`src/rtl/counter_timer_high.sv`:
```
`timescale 1ns/1ps
// ---------------------------------------------------------------------------
// counter_timer_high
//
// Upper-word half of a 32/64-bit counter/timer. Standalone (chain=0) it is a
// free-running 32-bit up/down counter with a stop/reload value. Chained
// (chain=1) it advances only on the low-word counter's rollover strobe, and
// it reaches its terminal state only when both halves are at their stop
// values.
//
// Optional feature macro: COUNTER_TIMER_HIGH_IRQ_EN
//   defined   : config bit 4 (irq_ena) exists, irq_out pulses on terminal
//   undefined : config bit 4 reads 0, irq_out is tied low
//
// Ports
//   clkin        in   clock, all state on the rising edge
//   resetn       in   asynchronous active-low reset
//   reg_cfg_we   in   config write strobe
//   reg_cfg_di   in   config write data  {.., irq_ena, chain, updown, oneshot, enable}
//   reg_cfg_do   out  config readback
//   reg_val_we   in   per-byte write enables for the stop/reload value
//   reg_val_di   in   stop/reload value write data
//   reg_val_do   out  stop/reload value readback
//   reg_dat_we   in   per-byte write enables for the current count
//   reg_dat_di   in   current count write data
//   reg_dat_do   out  current count readback
//   enable_in    in   low-word counter enable
//   strobe       in   low-word counter rollover strobe
//   is_offset    in   low-word counter offset flag
//   stop_in      in   low-word counter stop flag
//   stop_out     out  this counter is at its target (feeds low word stop input)
//   enable_out   out  config enable bit
//   irq_out      out  one-cycle terminal interrupt pulse
// ---------------------------------------------------------------------------
module counter_timer_high (
   input  logic        clkin,
   input  logic        resetn,
   input  logic        reg_cfg_we,
   input  logic [31:0] reg_cfg_di,
   output logic [31:0] reg_cfg_do,
   input  logic [3:0]  reg_val_we,
   input  logic [31:0] reg_val_di,
   output logic [31:0] reg_val_do,
   input  logic [3:0]  reg_dat_we,
   input  logic [31:0] reg_dat_di,
   output logic [31:0] reg_dat_do,
   input  logic        enable_in,
   input  logic        strobe,
   input  logic        is_offset,
   input  logic        stop_in,
   output logic        stop_out,
   output logic        enable_out,
   output logic        irq_out
);

   localparam int DATA_W = 32;

   logic              cfg_enable;
   logic              cfg_oneshot;
   logic              cfg_updown;
   logic              cfg_chain;
   logic              cfg_irq_ena;
   logic [DATA_W-1:0] value_reset;
   logic [DATA_W-1:0] value_cur;
   logic              loc_enable;
   logic              loc_enable_p1;

   logic              dat_wr;
   logic              start;
   logic              advance;
   logic              terminal;
   logic [DATA_W-1:0] target;
   logic [DATA_W-1:0] load_val;
   logic [DATA_W-1:0] step_val;
   logic [DATA_W-1:0] value_nxt;
   logic              stop_nxt;

   function automatic logic [DATA_W-1:0] byte_merge(
      input logic [DATA_W-1:0] old_val,
      input logic [DATA_W-1:0] new_val,
      input logic [3:0]        we
   );
      logic [DATA_W-1:0] res;
      res = old_val;
      for (int b = 0; b < 4; b++) begin
         if (we[b]) res[8*b +: 8] = new_val[8*b +: 8];
      end
      return res;
   endfunction

   // In chained mode the upper word only runs while the low word runs.
   assign loc_enable = cfg_chain ? (cfg_enable & enable_in) : cfg_enable;
   assign dat_wr     = |reg_dat_we;
   assign start      = loc_enable & ~loc_enable_p1;

   // An offset low word stops one count early, so the upper word must too.
   // value_reset = 0 wraps to all-ones here on purpose.
   assign target   = ~cfg_updown ? '0 :
                     (cfg_chain & is_offset) ? (value_reset - 32'd1) : value_reset;
   assign load_val = cfg_updown ? '0 : value_reset;
   assign step_val = cfg_updown ? (value_cur + 32'd1) : (value_cur - 32'd1);

   assign advance  = loc_enable & ~start & (~cfg_chain | strobe);
   // Terminal is acted on even without a strobe when chained.
   assign terminal = loc_enable & ~start & stop_out & (~cfg_chain | stop_in);

   always_comb begin
      value_nxt = value_cur;
      stop_nxt  = stop_out;
      if (dat_wr) begin
         // Software write wins over counting; stop flag is frozen.
         value_nxt = byte_merge(value_cur, reg_dat_di, reg_dat_we);
      end else if (start) begin
         value_nxt = load_val;
         stop_nxt  = (load_val == target);
      end else if (terminal) begin
         if (!cfg_oneshot) begin
            value_nxt = load_val;
            stop_nxt  = (load_val == target);
         end
      end else if (advance) begin
         value_nxt = step_val;
         stop_nxt  = (step_val == target);
      end
   end

   // Register stage: configuration and value registers.
   always_ff @(posedge clkin or negedge resetn) begin
      if (!resetn) begin
         cfg_enable  <= 1'b0;
         cfg_oneshot <= 1'b0;
         cfg_updown  <= 1'b0;
         cfg_chain   <= 1'b0;
         value_reset <= '0;
      end else begin
         if (reg_cfg_we) begin
            cfg_enable  <= reg_cfg_di[0];
            cfg_oneshot <= reg_cfg_di[1];
            cfg_updown  <= reg_cfg_di[2];
            cfg_chain   <= reg_cfg_di[3];
         end
         value_reset <= byte_merge(value_reset, reg_val_di, reg_val_we);
      end
   end

   // Register stage: count, stop flag and start detection.
   always_ff @(posedge clkin or negedge resetn) begin
      if (!resetn) begin
         value_cur     <= '0;
         stop_out      <= 1'b0;
         loc_enable_p1 <= 1'b0;
      end else begin
         value_cur     <= value_nxt;
         stop_out      <= stop_nxt;
         loc_enable_p1 <= loc_enable;
      end
   end

`ifdef COUNTER_TIMER_HIGH_IRQ_EN
   logic irq_q;
   logic terminal_p1;
   logic cfg_di_unused;

   assign cfg_di_unused = &{1'b0, reg_cfg_di[31:5]};

   // Register stage: interrupt. terminal_p1 suppresses re-pulsing while a
   // oneshot counter sits in its terminal state.
   always_ff @(posedge clkin or negedge resetn) begin
      if (!resetn) begin
         cfg_irq_ena <= 1'b0;
         irq_q       <= 1'b0;
         terminal_p1 <= 1'b0;
      end else begin
         if (reg_cfg_we) cfg_irq_ena <= reg_cfg_di[4];
         if (dat_wr) begin
            irq_q       <= irq_q;
            terminal_p1 <= terminal_p1;
         end else if (!loc_enable || start) begin
            irq_q       <= 1'b0;
            terminal_p1 <= 1'b0;
         end else begin
            irq_q       <= cfg_irq_ena & terminal & ~terminal_p1;
            terminal_p1 <= terminal;
         end
      end
   end

   assign irq_out = irq_q & loc_enable;
`else
   logic cfg_di_unused;

   assign cfg_di_unused = &{1'b0, reg_cfg_di[31:4]};
   assign cfg_irq_ena   = 1'b0;
   assign irq_out       = 1'b0;
`endif

   assign reg_cfg_do = {27'd0, cfg_irq_ena, cfg_chain, cfg_updown, cfg_oneshot, cfg_enable};
   assign reg_val_do = value_reset;
   assign reg_dat_do = value_cur;
   assign enable_out = cfg_enable;

endmodule
```
`config.mk`:
```
export PLATFORM = sky130hd
export DESIGN_NAME = counter_timer_high
export DESIGN_NICKNAME = d
export VERILOG_FILES = /design/src/rtl/counter_timer_high.sv
export SDC_FILE = /design/constraint.sdc
export NUM_CORES = 1
export LEC_CHECK = 0
export CAP_MARGIN = 20
export CORE_ASPECT_RATIO = 1.2
export CORE_MARGIN = 2
export CORE_UTILIZATION = 49
export CTS_CLUSTER_DIAMETER = 80
export DETAILED_ROUTE_END_ITERATION = 10
export PLACE_DENSITY_LB_ADDON = 0.3
export REMOVE_ABC_BUFFERS = 1
export SLEW_MARGIN = 10
export SYNTH_ARGS = -nofsm -noshare
export SYNTH_HDL_FRONTEND = slang
export SYNTH_SLANG_ARGS = --single-unit
```
`constraint.sdc`:
```
create_clock -name clkin -period 6.9 [get_ports clkin]
set_input_delay 1.035 -clock clkin [delete_from_list [all_inputs] [get_ports clkin]]
set_output_delay 1.035 -clock clkin [all_outputs]
set_load 0.01 [all_outputs]
```
==> impl_metrics.tcl <==
set metrics [dict create \
    hold_buffers 0 \
    whs_ps 517 \
    hpwlAfterDp_um 15600 \
    grt_pass1_vias 6563 \
    design_area_mm2 0.00878 \
    overflow 0 \
    r2r_end "stop_out" \
    period_minus_slack_ps 5130 \
    worstPathArrival_ps 5370 \
    die_h_um 136 \
    reg2reg_slack_ps 1770 \
    critPathTopFamily "simple AND/OR/NAND/NOR gates" \
    relSlewSlack 0.268 \
    finClkSkew_ps 7.16 \
    cap_violations 0 \
    clkTransAtPathRegs_ps 60 \
    antennaDiodeCount 0 \
    antenna_found_initial 0 \
    tritoncts "yes" \
    cts_inserted_buffers 9 \
    p_leak_nw 3.50 \
    finalHoldViolations 0 \
    postLayoutSetupSlackWorst_ps 1770 \
    path_cells "buf_4 > clkinv_1 > ha_1 > and2_1 > a221oi_1 > nand2_1 > xnor3_1 > a2111oi_0 > nand4_1 > or4_1 > nor4_1 > nand4b_1 > o31ai_2" \
    synth_flop_cell "dfrtp_1" \
    worstSkewPairLatency_ps 350 \
    grt_util_all_layers 0.274 \
    first_pass_iters 5 \
    wl_per_cell_um 18.0 \
    dieArea_mm2 0.0154 \
    final_common_cell "clkdlybuf4s50_1" \
    syn_inst 885 \
    numPortBuffers 152 \
    start_kind "flip-flop" \
    synth_cell_types 76 \
    slew_viol_final 0 \
    hp-start "reg_dat_do[26]" \
    syn_area_mm2 0.00707 \
    cts-root-buf "clkbuf_16" \
    start_util 0.496 \
    drcViolationCount 0 \
    ys_ff_latch 70 \
    via_count 7053 \
    intPower_mw 1.19 \
    final.period_utilization 0.744 \
    crit_buf_inv 2 \
    detail-route-antenna-nets 0 \
    syn_to_final_growth_pct 24.3 \
    hold_end "reg_dat_do[26]" \
    grt_setup_unrepaired "no" \
    worstSetupPathType "flip-flop to flip-flop" \
    reg2reg_depth 13 \
    vias_per_cell 6.04 \
    fmax_mhz 195 \
    reg2reg_from "cfg_updown" \
    place.gp.congestion 0.896 \
    cts_max_level 3 \
    layout_common_cells "151 x clkdlybuf4s50_1, 80 x nand2_1, 74 x o21ai_0, 72 x a21oi_1, 70 x dfrtp_1" \
    finish.utilization 0.617 \
    avgSynthCellArea_um2 7.98 \
    endpoint_kind "flip-flop" \
    cts_sinks 70 \
    io_pins 210 \
    async_reset_ff_frac 1.00 \
    row_count 48 \
    fin_tns_setup_ps 0 \
    status "completed" \
    max_stage_delay_ps 550 \
    worstMarginPinSlew_ps 1100 \
    pwr_density_cell_mw_per_mm2 225 \
    coreArea_mm2 0.0142 \
    crit_fanout 39 \
    cts_buffer_depth 2 \
    nNetsFinal 1131 \
    pre_cts_ws_ps 1960 \
    yosys_warnings 0 \
    cts_resized 0 \
    power_frac_seq 0.268 \
    grt_pass1_wl_um 33700 \
    post_cts_buffers 0 \
    whs_path_depth 2 \
    crit_path_top_delay_cell "clkinv_1" \
    hold_class "flip-flop to flip-flop" \
    synth-edff-count 0 \
    required_ps 7140 \
    pwr-share-comb 0.485 \
    timing.final.setup_violations 0 \
    place_area_mm2 0.00847 \
    wl_um 21000 \
    drive_above_1_share 0.0725 \
    die_w_um 114 \
    p_sw_mw 0.778 \
    grt_max_degree 71 \
    ys_seq_area_frac 0.248 \
    irDropWorstVdd_mv 0.173 \
    sw_frac_of_total 0.394 \
    drt_iter0_drc 603 \
    clkPwrFrac 0.247 \
]
[sequential cells by signal, summed over array words and instances, names as in the netlist]
register and count:
reg_dat_do 32, reg_val_do 32, cfg_chain 1, cfg_oneshot 1
cfg_updown 1, enable_out 1, loc_enable_p1 1, stop_out 1
[tightest hold or removal path, stage by stage (launching register included)]
cell	delay, ps
dfrtp_1	370
nand2_1	50
o21ai_0	60
[Yosys cell counts (all sizes together) (7+ instances only)]
| cell | number | share of area |
|---|---|---|
| nand2 | 81 | 0.043 |
| o21ai | 76 | 0.055 |
| a21oi | 73 | 0.052 |
| dfrtp | 70 | 0.25 |
| nor2 | 66 | 0.035 |
| xnor2 | 59 | 0.073 |
| clkbuf | 52 | 0.028 |
| buf | 41 | 0.042 |
| ha | 31 | 0.055 |
| mux2 | 31 | 0.049 |
| and3 | 24 | 0.021 |
| nor4 | 22 | 0.023 |
| nor3 | 19 | 0.013 |
| xor2 | 19 | 0.024 |
| a21o | 18 | 0.019 |
| nand3 | 18 | 0.013 |
| nand4 | 17 | 0.016 |
| a211oi | 13 | 0.015 |
| a31oi | 13 | 0.012 |
| inv | 13 | 0.0069 |
| o211ai | 11 | 0.012 |
| o31ai | 9 | 0.010 |
| o21a | 7 | 0.0074 |
| o31a | 7 | 0.0087 |
| or3 | 7 | 0.0069 |
[power groups by stage]
stage          Clock [mW]  Combinational [mW]  Sequential, mW
3_5_place_dp            0               0.936           0.535
4_1_cts             0.496               0.942           0.528
3_3_place_gp            0               0.926           0.533
6_report            0.488               0.956           0.528
2_1_floorplan           0               0.608           0.537
5_1_grt             0.516                1.04           0.536
[cell families (layout without fill, tap and decap cells)]
kind of cell    count (synthesis)  after routing  synth area share
compound gates                264            264             0.236
fa+ha+maj                      32             32            0.0577
simple gates                  298            298             0.221
flops                          70             70             0.248
other cells                     1             29          0.000531
buf+inv                       106            186            0.0770
xor+xnor                       82             82             0.110
mux                            32             32            0.0508
[metrics by stage]
step                      std cells  power, mW
final                          1168       1.97
after global routing           1168       2.10
after CTS                      1168       1.97
after detailed placement       1152       1.47
after global placement         1152       1.46
after floorplan                 820       1.14
[how the worst max path moves through the flow]
stage | depth (start not counted) | start | to | slack [ps]
global placement | 13 | cfg_updown | stop_out | 1990
global route | 13 | cfg_updown | stop_out | 1370
floorplan | 12 | cfg_updown | stop_out | 1980
CTS | 13 | cfg_updown | stop_out | 1920
finish | 13 | cfg_updown | stop_out | 1770
detailed placement | 13 | cfg_updown | stop_out | 1960
[metal layers]
layer | wire [um] | track usage | part of all wire
met5 | 0 | 0 | 0
met3 | 1560 | 0.0622 | 0.074
met1 | 9400 | 0.377 | 0.45
met4 | 586 | 0.0949 | 0.028
met2 | 9430 | 0.423 | 0.45
[final cells by class]
cell class                 count  area (um^2)
clock inverter                 4         55.1
inverter                      13         48.8
timing repair buffer         157         1550
tap                          175          219
clock buffer                  12          256
multi-input combinational    737         4900
fill                        1285         5450
sequential                    70         1750
Note: power is estimated with default switching activity, not from simulation.
